`src/rtl/dpram_arb_pkg.sv`:
```
// ---------------------------------------------------------------------------
// dpram_arb_pkg
// Shared definitions for the dual-port-RAM arbiter slice:
//   - arb_state_e : FSM state encoding (IDLE = 0, ISSUE = 1, RD_WAIT = 2)
//   - DEF_ADDR_W  : default RAM address width (4096 locations)
//   - DEF_DATA_W  : default RAM data width
//   - ptr_width() : width of a round-robin pointer for a given requester count
// ---------------------------------------------------------------------------
package dpram_arb_pkg;

    localparam int DEF_ADDR_W = 12;
    localparam int DEF_DATA_W = 8;

    typedef enum logic [1:0] {
        IDLE    = 2'd0,
        ISSUE   = 2'd1,
        RD_WAIT = 2'd2
    } arb_state_e;

    // A single requester still needs a 1-bit pointer so the ports stay legal.
    function automatic int ptr_width(input int n);
        return (n > 1) ? $clog2(n) : 1;
    endfunction

endpackage

```
`src/rtl/rr_pick.sv`:
```
// ---------------------------------------------------------------------------
// rr_pick
// Combinational round-robin picker. Searches req starting at index rr_ptr and
// wrapping around; the first asserted request wins.
// Ports:
//   req    in  NUM_REQ  request vector
//   rr_ptr in  PTR_W    index where the search starts
//   sel    out NUM_REQ  one-hot winner (all zero when nothing requests)
//   valid  out 1        some request was found
// ---------------------------------------------------------------------------
module rr_pick
    import dpram_arb_pkg::*;
#(
    parameter int NUM_REQ = 3,
    parameter int PTR_W   = ptr_width(NUM_REQ)
) (
    input  logic [NUM_REQ-1:0] req,
    input  logic [PTR_W-1:0]   rr_ptr,
    output logic [NUM_REQ-1:0] sel,
    output logic               valid
);

    logic [PTR_W-1:0] idx;

    // Walk the candidates in priority order rr_ptr, rr_ptr+1, ... (mod NUM_REQ)
    // and stop claiming once the first requester has been found.
    always_comb begin
        sel   = '0;
        valid = 1'b0;
        idx   = '0;
        for (int off = 0; off < NUM_REQ; off++) begin
            idx = PTR_W'((int'(rr_ptr) + off) % NUM_REQ);
            if (!valid && req[idx]) begin
                sel[idx] = 1'b1;
                valid    = 1'b1;
            end
        end
    end

endmodule

```
`src/rtl/dpram_arbiter.sv`:
```
// ---------------------------------------------------------------------------
// dpram_arbiter
// Shares one synchronous RAM port between NUM_REQ requesters. Writes issue
// back to back; a read occupies ISSUE then RD_WAIT and returns data two cycles
// after its grant. All outputs are registered.
// Ports:
//   clk, rst_n          clock (rising edge), asynchronous active-low reset
//   req/req_we          per-requester request level and write flag
//   req_addr/req_wdata  flattened, requester i at [i*W +: W]
//   gnt                 one-hot grant pulse (ISSUE cycle)
//   rdata/rvalid        shared read data, one-hot read-valid pulse
//   ram_wena/ram_addr/ram_wdata/ram_rdata   RAM port
// Build option:
//   DPRAM_ARB_PRIO0_EN  requester 0 wins whenever it requests and does not
//                       move the round-robin pointer.
// ---------------------------------------------------------------------------
module dpram_arbiter
    import dpram_arb_pkg::*;
#(
    parameter int NUM_REQ = 3,
    parameter int ADDR_W  = DEF_ADDR_W,
    parameter int DATA_W  = DEF_DATA_W
) (
    input  logic                        clk,
    input  logic                        rst_n,
    input  logic [NUM_REQ-1:0]          req,
    input  logic [NUM_REQ-1:0]          req_we,
    input  logic [NUM_REQ*ADDR_W-1:0]   req_addr,
    input  logic [NUM_REQ*DATA_W-1:0]   req_wdata,
    output logic [NUM_REQ-1:0]          gnt,
    output logic [DATA_W-1:0]           rdata,
    output logic [NUM_REQ-1:0]          rvalid,
    output logic                        ram_wena,
    output logic [ADDR_W-1:0]           ram_addr,
    output logic [DATA_W-1:0]           ram_wdata,
    input  logic [DATA_W-1:0]           ram_rdata
);

    localparam int PTR_W = ptr_width(NUM_REQ);

    arb_state_e         state;
    logic [PTR_W-1:0]   rr_ptr;
    logic [NUM_REQ-1:0] rd_owner;

    logic [NUM_REQ-1:0] rr_sel;
    logic               rr_valid;
    logic [NUM_REQ-1:0] win_sel;
    logic               win_valid;
    logic               win_adv;
    logic [PTR_W-1:0]   win_idx;
    logic [ADDR_W-1:0]  win_addr;
    logic [DATA_W-1:0]  win_wdata;
    logic               win_we;
    logic [PTR_W-1:0]   next_ptr;
    logic               decision;

    rr_pick #(
        .NUM_REQ (NUM_REQ),
        .PTR_W   (PTR_W)
    ) u_rr_pick (
        .req    (req),
        .rr_ptr (rr_ptr),
        .sel    (rr_sel),
        .valid  (rr_valid)
    );

`ifdef DPRAM_ARB_PRIO0_EN
    // Requester 0 overrides the round-robin choice and leaves rr_ptr alone.
    always_comb begin
        win_sel   = rr_sel;
        win_valid = rr_valid;
        win_adv   = rr_valid;
        if (req[0]) begin
            win_sel   = NUM_REQ'(1);
            win_valid = 1'b1;
            win_adv   = 1'b0;
        end
    end
`else
    always_comb begin
        win_sel   = rr_sel;
        win_valid = rr_valid;
        win_adv   = rr_valid;
    end
`endif

    // Mux the winner's request fields; win_sel is one-hot so at most one hit.
    always_comb begin
        win_idx   = '0;
        win_addr  = '0;
        win_wdata = '0;
        win_we    = 1'b0;
        for (int i = 0; i < NUM_REQ; i++) begin
            if (win_sel[i]) begin
                win_idx   = PTR_W'(i);
                win_addr  = req_addr[i*ADDR_W +: ADDR_W];
                win_wdata = req_wdata[i*DATA_W +: DATA_W];
                win_we    = req_we[i];
            end
        end
    end

    assign next_ptr = (win_idx == PTR_W'(NUM_REQ - 1)) ? '0 : win_idx + 1'b1;

    // Only a read in ISSUE skips arbitration; every other edge is a decision.
    assign decision = !((state == ISSUE) && !ram_wena);

    always_ff @(posedge clk or negedge rst_n) begin
        if (!rst_n) begin
            state     <= IDLE;
            rr_ptr    <= '0;
            rd_owner  <= '0;
            gnt       <= '0;
            rvalid    <= '0;
            rdata     <= '0;
            ram_wena  <= 1'b0;
            ram_addr  <= '0;
            ram_wdata <= '0;
        end else begin
            rvalid <= '0;
            // The RAM answered the read during RD_WAIT; hand it to its owner.
            if (state == RD_WAIT) begin
                rdata  <= ram_rdata;
                rvalid <= rd_owner;
            end
            if (decision) begin
                if (win_valid) begin
                    state     <= ISSUE;
                    gnt       <= win_sel;
                    rd_owner  <= win_sel;
                    ram_wena  <= win_we;
                    ram_addr  <= win_addr;
                    ram_wdata <= win_wdata;
                    if (win_adv) begin
                        rr_ptr <= next_ptr;
                    end
                end else begin
                    state    <= IDLE;
                    gnt      <= '0;
                    ram_wena <= 1'b0;
                end
            end else begin
                state    <= RD_WAIT;
                gnt      <= '0;
                ram_wena <= 1'b0;
            end
        end
    end

endmodule

```
`config.mk`:
```
export PLATFORM = sky130hd
export DESIGN_NAME = dpram_arbiter
export DESIGN_NICKNAME = d
export VERILOG_FILES = /design/src/rtl/dpram_arb_pkg.sv /design/src/rtl/rr_pick.sv /design/src/rtl/dpram_arbiter.sv
export SDC_FILE = /design/constraint.sdc
export NUM_CORES = 1
export LEC_CHECK = 0
export CAP_MARGIN = 15
export CORE_UTILIZATION = 37
export CTS_CLUSTER_DIAMETER = 50
export DETAILED_ROUTE_END_ITERATION = 6
export PLACE_DENSITY = 0.76
export SKIP_LAST_GASP = 1
export SLEW_MARGIN = 10
export SYNTH_ARGS = -nofsm -noshare
export SYNTH_HDL_FRONTEND = slang
export SYNTH_SLANG_ARGS = --single-unit
```
`constraint.sdc`:
```
create_clock -name clk -period 2 [get_ports clk]
set_input_delay 0.2 -clock clk [delete_from_list [all_inputs] [get_ports clk]]
set_output_delay 0.2 -clock clk [all_outputs]
set_load 0.005 [all_outputs]
```
[Word level (Yosys, flattened, before mapping)]
Index checks and enable logic that the tools add are counted.
Operators by class
  add/subtract/negate cells: 3
  multipliers: 0
  div/mod/pow operators: 3
  order comparisons: 6
  equality and inequality tests: 3
  shift operators: 0
  muxes and demuxes: 37
  bitwise gates (word level): 3
  reductions and logical operators: 10
Operators with widths (count)
  $mod 32x3->32 const B: 2
  $mux 12: 3
  $mod 3x3->32 const B: 1
  $mux 8: 3
  $mux 3: 6
  $mux 1: 16
  $lt 2x3->1 const B: 3
  $bmux 1 s2: 3
  $demux 1 s2: 3
  $ge 2x1->1 const B: 3
  $logic_and 1x1->1: 6
  $mux 2: 3
  $or 3x3->3: 2
  $eq 2x2->1 const B: 2
  $add 2x1->3 const B: 1
  $add 2x2->3 const B: 1
  $logic_not 1->1: 3
  $add 2x1->2 const B: 1
  $eq 2x1->1 const B: 1
  $reduce_and 2->1: 1
  $not 1->1: 1
Storage, ports and cells
  register bits after elaboration: 42
  bits in latches: 0
  bits in writable memories: 0
  bits in read-only memories: 0
  input bits: 76
  output and inout bits: 35
  logic and storage cells: 74
  memories kept: 0

[Logic depth before layout (Yosys ltp)]
Gate-level depths: netlist of the first run.
  depth in word-level cells: 15
  depth in mapped cells: 12

[By module]
A second synthesis of the first run with hierarchy kept.
Second synthesis, totals
  cell total of the unflattened synthesis: 212
  area, all modules: 2260.9 µm²
By module, submodules not included
  dpram_arbiter: times used 1, cells each 174, area an instance 1989.4 µm², seq. area each 1051.0 µm²
  rr_pick: times used 1, cells each 38, area an instance 271.5 µm², seq. area each 0.0 µm²

[Least setup slack after synthesis of the first run]
No wires, ideal clock.
  path kind: register -> register
  start point: register rr_ptr[1]
  end point: register ram_addr[0]
  library setup time: 0.126 ns
  data arrival time: 2.005 ns
  required time: 1.874 ns
  setup slack: -0.131 ns
  cell stages (with the launch flop): 11
  path buffers: 2
  path through: dfrtp_1 inv_1 ha_1 buf_2 mux2i_1 o2bb2ai_1 a22o_1 a21oi_1 nor3b_2 buf_2 o2bb2ai_1
Between the ends
  word-level cells in the longest chain between the ends: 13
RTL lines
  start: declaration: RTL line dpram_arbiter.sv:42  | logic [PTR_W-1:0] rr_ptr;
  start signal: assignment: RTL line dpram_arbiter.sv:135  | rr_ptr <= next_ptr;
  $add 2x1->3 or $mod 3x3->32 (tied branches): RTL line rr_pick.sv:32  | idx = PTR_W'((int'(rr_ptr) + off) % NUM_REQ);
  $mod 32x3->32 (tied with other cells): RTL line rr_pick.sv:32
  $lt 2x3->1 (implied by the code) (tied with other cells): RTL line rr_pick.sv:34  | sel[idx] = 1'b1;
  $logic_and 1x1->1 (implied by the code) (tied with other cells): RTL line rr_pick.sv:34
  $mux 1 (implied by the code) (tied with other cells): RTL line rr_pick.sv:34
  $demux 1 s2 (tied with other cells)
  $or 3x3->3 (no source line) or $mux 1 (tied branches)
  $mux 3 or $logic_not 1->1 (tied branches): RTL line rr_pick.sv:33  | if (!valid && req[idx]) begin
  $or 3x3->3 (no source line) or $logic_and 1x1->1 (tied branches)
  $mux 3: RTL line rr_pick.sv:33
  $mux 12 (3 in series): RTL line dpram_arbiter.sv:94  | if (win_sel[i]) begin
  end signal: assignment: RTL line dpram_arbiter.sv:132  | ram_addr <= win_addr;
  end: declaration: RTL line dpram_arbiter.sv:34  | output logic [ADDR_W-1:0] ram_addr,
Parallel ways exist; a longest one is shown, timed or not. The select of a mux whose other input is x is not followed.
A chain may end at the register's enable or synchronous reset.

[Worst setup path after layout of the first run]
  start point: register rr_ptr[0]
  end point: register ram_wdata[4]
Between the ends
  word-level cells in the longest chain between the ends: 13
RTL lines
  $add 2x1->3 or $mod 3x3->32 (tied branches): RTL line rr_pick.sv:32
  $mod 32x3->32 (tied with other cells): RTL line rr_pick.sv:32
  $lt 2x3->1 (implied by the code) (tied with other cells): RTL line rr_pick.sv:34
  $logic_and 1x1->1 (implied by the code) (tied with other cells): RTL line rr_pick.sv:34
  $mux 1 (implied by the code) (tied with other cells): RTL line rr_pick.sv:34
  $demux 1 s2 (tied with other cells)
  $or 3x3->3 (no source line) or $mux 1 (tied branches)
  $mux 3 or $logic_not 1->1 (tied branches): RTL line rr_pick.sv:33
  $or 3x3->3 (no source line) or $logic_and 1x1->1 (tied branches)
  $mux 3: RTL line rr_pick.sv:33
  $mux 8 (3 in series): RTL line dpram_arbiter.sv:94
  end signal: assignment: RTL line dpram_arbiter.sv:133  | ram_wdata <= win_wdata;
  end: declaration: RTL line dpram_arbiter.sv:35  | output logic [DATA_W-1:0] ram_wdata,
Parallel ways exist; a longest one is shown, timed or not. The select of a mux whose other input is x is not followed.

==> results.json, run 1 <==
{
  "met3_length_um": 478,
  "drive_gt1_share_pct": 35.3,
  "p_sw_mw": 3.06,
  "synth_cell_types": 41,
  "cts_tree": "yes",
  "grt_pass1_vias": 2437,
  "drt-pass1-iter-count": 4,
  "die_w_um": 82.0,
  "slew_violations": 0,
  "wl_met1_um": 3330,
  "grt_pass1_wl_um": 11300,
  "clockRootBuffer": "clkbuf_8",
  "clkSlewWorstSetupHoldPaths_ns": 0.09,
  "cp-start-kind": "flop",
  "final_cell_mix": "clkdlybuf4s50_1, dfrtp_1, buf_4",
  "h-tree-depth": 2,
  "syn2layout_area_growth_pct": 92.6,
  "grt_overflow_total": 0,
  "worstSetupPathType": "reg -> reg",
  "avgViaCountPerCell": 5.24,
  "diodes": 0,
  "cp.arrival_ns": 2.47,
  "final_common_cell": "clkdlybuf4s50_1",
  "synth_warnings": 0,
  "setup_viol": 28,
  "maxClockFrequency_mhz": 444,
  "rsz0062_at_grt": "yes",
  "clock_sinks": 42,
  "die_area_sq_um": 6720,
  "clock_skew_ns": 0.0145,
  "die_y_um": 82.0,
  "drt_iter0_drc": 121,
  "worstSkewPairLatency_ns": 0.30,
  "status": "complete, but fails checks",
  "synthCells": 236,
  "maxUsedRoutingLayer": "met4",
  "cts_buffers": 5,
  "clockBufferDepth": 2,
  "fillers": 410,
  "clkPwrFrac_pct": 7.4,
  "power_leakage_nw": 1.88,
  "hold_viol": 0,
  "period_needed_ns": 2.25,
  "p_comb_share_pct": 73.5,
  "ant_nets": 0,
  "synth-seq-area-share_pct": 44.4,
  "gr-usage-all-layers_pct": 22.5,
  "p_int_mw": 4.74,
  "async_flop_share_pct": 100,
  "netlist_area_sq_um": 2370,
  "yosys.area.top_type": "dfrtp_1",
  "antenna_found_initial": 0,
  "synth-main-ff-cell": "dfrtp_1",
  "synth_nets": 316,
  "core_area_sq_um": 6060,
  "place.gp.congestion": 0.795,
  "pwr-share-seq_pct": 19.0,
  "worst_slack_ns": -0.252,
  "crit_fanout": 7,
  "syn_area_per_cell_sq_um": 10.0,
  "holdCritPathClass": "in -> async",
  "fin_nets": 467,
  "port_buffers": 110,
  "fp-row-count": 28,
  "sw_frac_of_total_pct": 39.2,
  "setup-tns-final_ns": -5.55,
  "drc": 0,
  "wirelength_um": 7990,
  "ios": 111,
  "min_period_over_period_pct": 113,
  "detail_route.wl_per_cell_um": 17.3,
  "num_vias": 2428,
  "synth.area.top_cells": "dfrtp_1, a211oi_1, o2bb2ai_1, inv_1, nor2_1",
  "powerDensity_nw_per_um2": 1710,
  "initial_core_util_pct": 39.1,
  "worstPathRequired_ns": 2.22,
  "worstMarginPinSlew_ns": 0.510,
  "grt_max_degree": 25,
  "cap_violations": 0,
  "wl_met2_um": 4100,
  "slew_headroom_pct": 66.0,
  "synth_top_area_share_pct": 44.4,
  "ir_drop_mv": 1.05,
  "final_core_util_pct": 75.2,
  "end_kind": "flop",
  "synth-edff-count": 0,
  "violations": "negative setup slack",
  "ys_seq_elements": 42,
  "hpwlAfterDp_um": 5260
}
## flip-flops by register name, summed over array words and instances (netlist names)
name       cells
ram_addr      12
rd_owner       3
rr_ptr         2
ram_wdata      8
ram_wena       1
rdata          8
rvalid         3
gnt            3
state          2
## Yosys cell counts (2+ instances only)
master,number
dfrtp_1,42
inv_1,27
o21ai_1,2
ha_1,4
mux2_2,8
clkbuf_1,4
a21o_1,3
nand2b_1,4
nor2_1,26
nand2_1,5
buf_4,3
buf_2,11
a31oi_1,2
mux2i_1,3
a211oi_1,41
or3b_1,2
nor3b_1,2
o2bb2ai_1,21
a22o_1,2
a21oi_1,3
## path summary, 6_finish.rpt
path,startpoint,end,slack (ns),cells past startpoint
worst min-delay path,rst_n,ram_wdata[3]$_DFFE_PN0P_,0.39,2
worst max register to register,rr_ptr[0]$_DFFE_PN0P_,ram_wdata[4]$_DFFE_PN0P_,-0.25,11
worst min register to register,state[1]$_DFF_PN0_,state[1]$_DFF_PN0_,0.46,1
min in group clk,req_wdata[0],ram_wdata[0]$_DFFE_PN0P_,0.45,2
max in group asynchronous,rst_n,rd_owner[2]$_DFFE_PN0P_,0.94,3
worst max-delay path,rr_ptr[0]$_DFFE_PN0P_,ram_wdata[4]$_DFFE_PN0P_,-0.25,11
## power groups by stage
stage,registers [mW],logic [mW],clock network (mW)
after detailed placement,1.49,4.46,0
after global routing,1.53,6.13,0.613
after floorplan,1.51,2.56,0
after global placement,1.48,4.35,0
final,1.48,5.73,0.580
after CTS,1.48,4.97,0.582
## logic make-up (layout without fill, tap and decap cells)
logic type / count (synthesis) / in the layout / share of synthesized area, %
AO/OA/AOI/OAI: 82 / 82 / 28.0
adder cells (fa/ha/maj): 4 / 4 / 2.11
flip-flops: 42 / 42 / 44.4
multiplexers: 12 / 12 / 5.71
buffers and inverters: 47 / 199 / 8.83
AND/OR/NAND/NOR: 49 / 49 / 10.9
## what timing repair did
item | in CTS | in global routing
endpoints found under the hold margin | 18 | 0
buffers inserted | 11 | 2
endpoints found under the setup margin | 29 | 29
hold buffers | 1 | 0
pin swaps | 0 | 14
gates resized for setup | 26 | 38
gates cloned | 1 | 4
## metal layers
metal  global-route usage, %  up-vias
met5                       0        -
met4                    5.79        0
met3                    5.22        6
met2                    41.5       95
met1                    25.8     1170
li1                        -     1157
## through the flow
step	total power, mW	instances	setup slack [ns]	cell area, sq um	hold WS (ns)
global route	8.28	463	-0.348	4560	0.444
finish	7.80	463	-0.252	4560	0.385
floorplan	4.07	236	-0.0368	2540	-0.0956
global placement	5.83	437	-0.195	3930	0.181
CTS	7.04	458	-0.176	4250	0.403
detailed placement	5.95	437	-0.270	3930	0.184
## worst max-delay path: stages, from the launching register on
cell,delay [ns]
dfrtp_2,0.42
buf_6,0.12
ha_4,0.18
buf_6,0.12
nor3b_2,0.05
o31ai_4,0.34
nand2_2,0.10
o32ai_2,0.15
nor3b_4,0.28
buf_6,0.15
clkbuf_16,0.14
o2bb2ai_1,0.10
## cell type report
class | instances | area [sq um] | share of cell area (%)
inverter | 28 | 108 | 2.36
clock buffer | 7 | 86.3 | 1.89
multi-input combinational | 147 | 1520 | 33.4
timing repair buffer | 163 | 1690 | 37.1
sequential | 42 | 1050 | 23.1
tap | 75 | 93.8 | 2.06
clock inverter | 1 | 5.00 | 0.110
No activity file was read; power rests on OpenSTA's default activity.
==> inputs of run 2 (changes only) <==
- GPL_TIMING_DRIVEN: unset -> 0
==> run 2 against run 1 <==
  * The run still ends with negative setup slack left
  * Non-clock buffer count down 8
  * Clock skew decreased by 0.0061 ns
  * Cell count fell by 1.7%
  * Worst hold slack gained 0.014 ns
  * Die area is the same
  * Via count fell by 0.49%
  * Critical path depth unchanged
  * Sequential share of layout area increased by 0.57 points
  * Wire length fell by 1.6%
==> results.json, run 2 (same netlist as run 1, synthesis figures left out) <==
{
  "drive_gt1_share_pct": 34.7,
  "fp-row-count": 28,
  "wirelength_um": 7860,
  "cpPeakStageDelay_ns": 0.41,
  "core_area_sq_um": 6060,
  "crit_slowest_cell": "dfrtp_1",
  "grt_pass1_vias": 2339,
  "clock_skew_ns": 0.00845,
  "ios": 111,
  "slew_violations": 0,
  "largest_reg_flops": 12,
  "clkSlewWorstSetupHoldPaths_ns": 0.09,
  "ir_drop_mv": 0.890,
  "worstSkewPairLatency_ns": 0.30,
  "cp.arrival_ns": 2.51,
  "cp-start-kind": "flop",
  "port_buffers": 110,
  "violations": "negative setup slack",
  "avgViaCountPerCell": 5.31,
  "die_area_sq_um": 6720,
  "die_w_um": 82.0,
  "antenna_found_initial": 0,
  "finalNonFillerCells": 455,
  "setup_viol": 30,
  "clockRootBuffer": "clkbuf_8",
  "setup-tns-final_ns": -7.52,
  "min_period_over_period_pct": 116,
  "status": "complete, but fails checks",
  "cp_cell_sequence": "inv_2 -> ha_2 -> buf_6 -> mux2i_4 -> o2bb2ai_1 -> a22o_1 -> a21oi_2 -> nor3b_4 -> buf_6 -> buf_6 -> o2bb2ai_2",
  "cap_violations": 0,
  "num_vias": 2416,
  "period_needed_ns": 2.33,
  "holdCritPathClass": "in -> async",
  "initial_core_util_pct": 39.1,
  "clock_sinks": 42,
  "hold_viol": 0,
  "wl_met1_um": 3400,
  "powerDensity_nw_per_um2": 1750,
  "fin_nets": 459,
  "met3_length_um": 534,
  "final_cell_mix": "clkdlybuf4s50_1, dfrtp_1, inv_1",
  "drt_iter0_drc": 124,
  "diodes": 0,
  "worstMarginPinSlew_ns": 0.523,
  "reg2reg_to": "ram_addr[2]$_DFFE_PN0P_",
  "critPathMostFrequentCell": "buf_6",
  "drt-pass1-iter-count": 4,
  "hpwlAfterDp_um": 5050,
  "r2r_cells": 11,
  "grt_pass1_wl_um": 11900,
  "largest-register": "ram_addr",
  "wl_met2_um": 3840,
  "h-tree-depth": 2,
  "ant_nets": 0,
  "power_leakage_nw": 1.81,
  "worstSetupPathType": "reg -> reg",
  "critical-path-top-delay-family": "compound AO/OA/AOI/OAI gates",
  "maxClockFrequency_mhz": 430,
  "final_common_cell": "clkdlybuf4s50_1",
  "gr-usage-all-layers_pct": 23.8,
  "timing.rr.start": "rr_ptr[1]$_DFFE_PN0P_",
  "detail_route.wl_per_cell_um": 17.3,
  "die_y_um": 82.0,
  "reg_top3": "ram_addr x12, ram_wdata x8, rdata x8",
  "grt_overflow_total": 0,
  "placed_cells": 422,
  "fillers": 418,
  "drc": 0,
  "clockBufferDepth": 2,
  "final_core_util_pct": 73.3,
  "cts_tree": "yes",
  "crit_buf_inv": 4,
  "rsz0062_at_grt": "yes",
  "slew_headroom_pct": 65.1,
  "worst_slack_ns": -0.328,
  "worstPathRequired_ns": 2.18,
  "cts_buffers": 5,
  "maxUsedRoutingLayer": "met4",
  "end_kind": "flop",
  "crit_fanout": 6,
  "syn2layout_area_growth_pct": 87.7,
  "ff2ff_setup_slack_ns": -0.33,
  "place.gp.congestion": 0.796,
  "grt_max_degree": 23
}
run 2: changes by cell type in the layout (fill, tap and decap cells not counted), sizes merged:
cell    previous run  this run
buf               50        41
bufinv             0         2
clkinv             1         0
run 2: area by class of cell:
class | count | area (sq um) | area share, %
plain buffers | 17 | 188 | 4.22
multi-input cells | 147 | 1470 | 33.2
repair buffers | 138 | 1380 | 31.1
well taps | 75 | 93.8 | 2.11
flip-flops and latches | 42 | 1050 | 23.6
clock buffers | 6 | 82.6 | 1.86
inverters | 28 | 113 | 2.53
clock inverters | 2 | 60.1 | 1.35
run 2: through the flow:
step | power (mW) | hold WS, ns | cell area (sq um) | worst slack [ns]
after floorplan | 4.07 | -0.0956 | 2540 | -0.0368
after global placement | 5.41 | 0.433 | 3740 | -0.358
after detailed placement | 5.51 | 0.206 | 3760 | -0.410
after CTS | 7.51 | 0.416 | 4380 | -0.210
after global routing | 8.25 | 0.450 | 4440 | -0.397
final | 7.76 | 0.399 | 4440 | -0.328
run 2: report_power, final:
group          switching (mW)  internal, mW
clock network           0.302         0.533
registers               0.210          1.28
logic                    2.57          2.87
run 2: how the worst max path moves through the flow:
stage,start,end,slack [ns],depth (start not counted)
global placement,rst_n,ram_wdata[2]$_DFFE_PN0P_,-0.36,1
detailed placement,req[0],ram_addr[2]$_DFFE_PN0P_,-0.41,8
finish,rr_ptr[1]$_DFFE_PN0P_,ram_addr[2]$_DFFE_PN0P_,-0.33,11
CTS,rr_ptr[1]$_DFFE_PN0P_,ram_addr[4]$_DFFE_PN0P_,-0.21,11
floorplan,rr_ptr[1]$_DFFE_PN0P_,ram_wena$_DFF_PN0_,-0.04,11
global route,rr_ptr[1]$_DFFE_PN0P_,ram_addr[9]$_DFFE_PN0P_,-0.40,11
run 2: repair_timing:
action / 4_1_cts / 5_1_grt
resized for setup: 65 / 14
pin swaps: 25 / 1
cloned: 4 / 0
hold buffers: 1 / 0
setup endpoints to repair: 29 / 30
setup buffers: 18 / 4
hold endpoints to repair: 21 / 0
run 2: metal layers:
metal / GRT usage [%] / vias to the layer above
met3: 5.44 / 9
met5: 0 / -
met1: 30.0 / 1177
met4: 5.26 / 0
li1: - / 1136
met2: 41.1 / 94
==> inputs of run 3 (changes only) <==
- CORE_UTILIZATION: 37 -> 45
- PLACE_DENSITY: 0.76 -> 0.87
- TNS_END_PERCENT: unset -> 1
- clock period: 2 -> 2.9 ns (I/O delays scaled with it)
==> run 3 against run 2 <==
  * Cell count shrank 6.4%
  * Via count down 6.4%
  * Sequential cell count unchanged
  * Wire length is 14% lower
  * The run now ends clean
  * Critical path type unchanged
  * Clock skew grew 0.00073 ns
  * Worst hold slack better by 0.079 ns
  * Combinational power decreased by 55%
  * Largest power group unchanged
  * Sequential power fell by 32%
  * Utilization decreased by 0.47 points
  * Critical path depth down 2
  * Largest cell class unchanged
  * Final area fell by 17%
  * Global-route usage up 1.8 points
  * Critical endpoint is now ram_addr[9]$_DFFE_PN0P_
==> results.json, run 3 (same netlist as run 1, synthesis figures left out) <==
{
  "status": "finished clean",
  "hpwlAfterDp_um": 5120,
  "fin_nets": 435,
  "grt_pass1_vias": 2302,
  "diodes": 0,
  "worstSetupPathType": "reg -> reg",
  "grt_overflow_total": 0,
  "clock_skew_ns": 0.00918,
  "drc": 0,
  "powerDensity_nw_per_um2": 1070,
  "crit_fanout": 10,
  "drt-pass1-iter-count": 6,
  "post_cts_buffers": 0,
  "worstSkewPairLatency_ns": 0.30,
  "end_kind": "flop",
  "slew_violations": 0,
  "reg2reg_to": "ram_addr[9]$_DFFE_PN0P_",
  "period_needed_ns": 2.56,
  "min_path_cells": 1,
  "initial_core_util_pct": 46.6,
  "die_y_um": 74.5,
  "ant_nets": 0,
  "clockRootBuffer": "clkbuf_8",
  "clkSlewWorstSetupHoldPaths_ns": 0.09,
  "num_vias": 2262,
  "h-tree-depth": 2,
  "whs_ns": 0.479,
  "ios": 111,
  "grt_pass1_wl_um": 10700,
  "antenna_found_initial": 0,
  "ir_drop_mv": 0.643,
  "cts_tree": "yes",
  "power_mw": 3.94,
  "largest_reg_flops": 12,
  "clock_sinks": 42,
  "timing.rr.start": "rr_ptr[0]$_DFFE_PN0P_",
  "dp_slack_ns": 0.385,
  "grt_max_degree": 23,
  "gr-usage-all-layers_pct": 25.6,
  "reg_top3": "ram_addr x12, ram_wdata x8, rdata x8",
  "cpPeakStageDelay_ns": 0.40,
  "worstPathRequired_ns": 3.08,
  "drt_iter0_drc": 76,
  "fp-row-count": 26,
  "cts_resized": 0,
  "critical-path-top-delay-family": "compound AO/OA/AOI/OAI gates",
  "hold_viol": 0,
  "min_period_over_period_pct": 88.2,
  "power_leakage_nw": 1.56,
  "setup_viol": 0,
  "die_w_um": 74.5,
  "die_area_sq_um": 5550,
  "largest-register": "ram_addr",
  "cap_violations": 0,
  "hold_path_end": "state[1]$_DFF_PN0_",
  "syn2layout_area_growth_pct": 56.2,
  "crit_buf_inv": 2,
  "avgViaCountPerCell": 5.31,
  "drive_gt1_share_pct": 12.6,
  "cp-start-kind": "flop",
  "port_buffers": 110,
  "cp_cell_sequence": "inv_1 -> ha_1 -> nor2b_1 -> o31ai_1 -> a2bb2oi_2 -> buf_2 -> a211oi_1 -> a211oi_1 -> o2bb2ai_1",
  "crit_slowest_cell": "ha_1",
  "ff2ff_setup_slack_ns": 0.34,
  "worstMarginPinSlew_ns": 0.573,
  "setup-tns-final_ns": 0,
  "final_common_cell": "clkdlybuf4s50_1",
  "place.gp.congestion": 0.874,
  "wirelength_um": 6730,
  "detail_route.wl_per_cell_um": 15.8,
  "slew_headroom_pct": 61.8,
  "rsz0062_at_grt": "no",
  "final_cell_mix": "clkdlybuf4s50_1, dfrtp_1, a211oi_1",
  "cts_buffers": 5,
  "r2r_cells": 9,
  "critPathMostFrequentCell": "a211oi_1",
  "worst_slack_ns": 0.342,
  "holdCritPathClass": "reg -> reg",
  "core_area_sq_um": 5070,
  "cp.arrival_ns": 2.74,
  "min_from": "ram_wena$_DFF_PN0_",
  "maxClockFrequency_mhz": 391,
  "clockBufferDepth": 2
}
-- run 3: cell types whose count changed in the layout (fill, tap and decap cells not counted), moves of 10 or more --
cell / change
a211oi_1: +23
o2bb2ai_1: +10
buf_6: -16
a211oi_2: -21
nor2_2: -11
o2bb2ai_2: -10
nor2_1: +11
buf_2: +11
buf_4: -14
-- run 3: per-stage QoR --
| stage | cell area, sq um | utilization, % | cells |
|---|---|---|---|
| global route | 3700 | 72.9 | 426 |
| detailed placement | 3580 | 70.5 | 417 |
| finish | 3700 | 72.9 | 426 |
| floorplan | 2370 | - | 236 |
| global placement | 3560 | 70.1 | 416 |
| CTS | 3700 | 72.9 | 426 |
-- run 3: area by class of cell --
cell class                      instances  area (sq um)
Buffer                                 19           104
Clock buffer                            5          68.8
Clock inverter                          3          40.0
Fill cell                             409          1380
Inverter                               28           105
Multi-Input combinational cell        147          1110
Sequential cell                        42          1050
Tap cell                               70          87.6
Timing Repair Buffer                  112          1130
-- run 3: how the worst max path moves through the flow --
stage	startpoint	end	slack, ns	cells past startpoint
finish	rr_ptr[0]$_DFFE_PN0P_	ram_addr[9]$_DFFE_PN0P_	0.34	9
global route	rr_ptr[0]$_DFFE_PN0P_	ram_wdata[5]$_DFFE_PN0P_	0.13	9
CTS	rr_ptr[0]$_DFFE_PN0P_	ram_wdata[7]$_DFFE_PN0P_	0.34	9
detailed placement	rr_ptr[0]$_DFFE_PN0P_	ram_wdata[7]$_DFFE_PN0P_	0.39	9
global placement	rr_ptr[0]$_DFFE_PN0P_	ram_addr[3]$_DFFE_PN0P_	0.44	9
floorplan	rr_ptr[1]$_DFFE_PN0P_	ram_addr[0]$_DFFE_PN0P_	0.77	10
-- run 3: routing by layer --
| metal | vias to the layer above | track usage (%) | wire [um] |
|---|---|---|---|
| met5 | - | 0 | 0 |
| met4 | 0 | 5.45 | 61 |
| met3 | 8 | 7.05 | 444 |
| met2 | 84 | 47.0 | 3520 |
| met1 | 1085 | 29.6 | 2700 |
| li1 | 1085 | - | - |
-- run 3: worst register-to-register path, cell delays in order, from the launching register on --
cell and delay (ns):
dfrtp_1 0.39, inv_1 0.09, ha_1 0.40, nor2b_1 0.19
o31ai_1 0.38, a2bb2oi_2 0.27, buf_2 0.27, a211oi_1 0.07
a211oi_1 0.27, o2bb2ai_1 0.11
-- run 3: power by group --
group / internal [mW] / leakage [nW] / switching, mW
Clock: 0.254 / 0.0579 / 0.213
Sequential: 0.881 / 0.513 / 0.139
Combinational: 1.21 / 0.986 / 1.24
Total: 2.34 / 1.56 / 1.59
-- run 3: what timing repair did --
action                                  CTS  global route
hold buffers                              1             0
endpoints found under the setup margin    0             0
hold endpoints to repair                 21             0
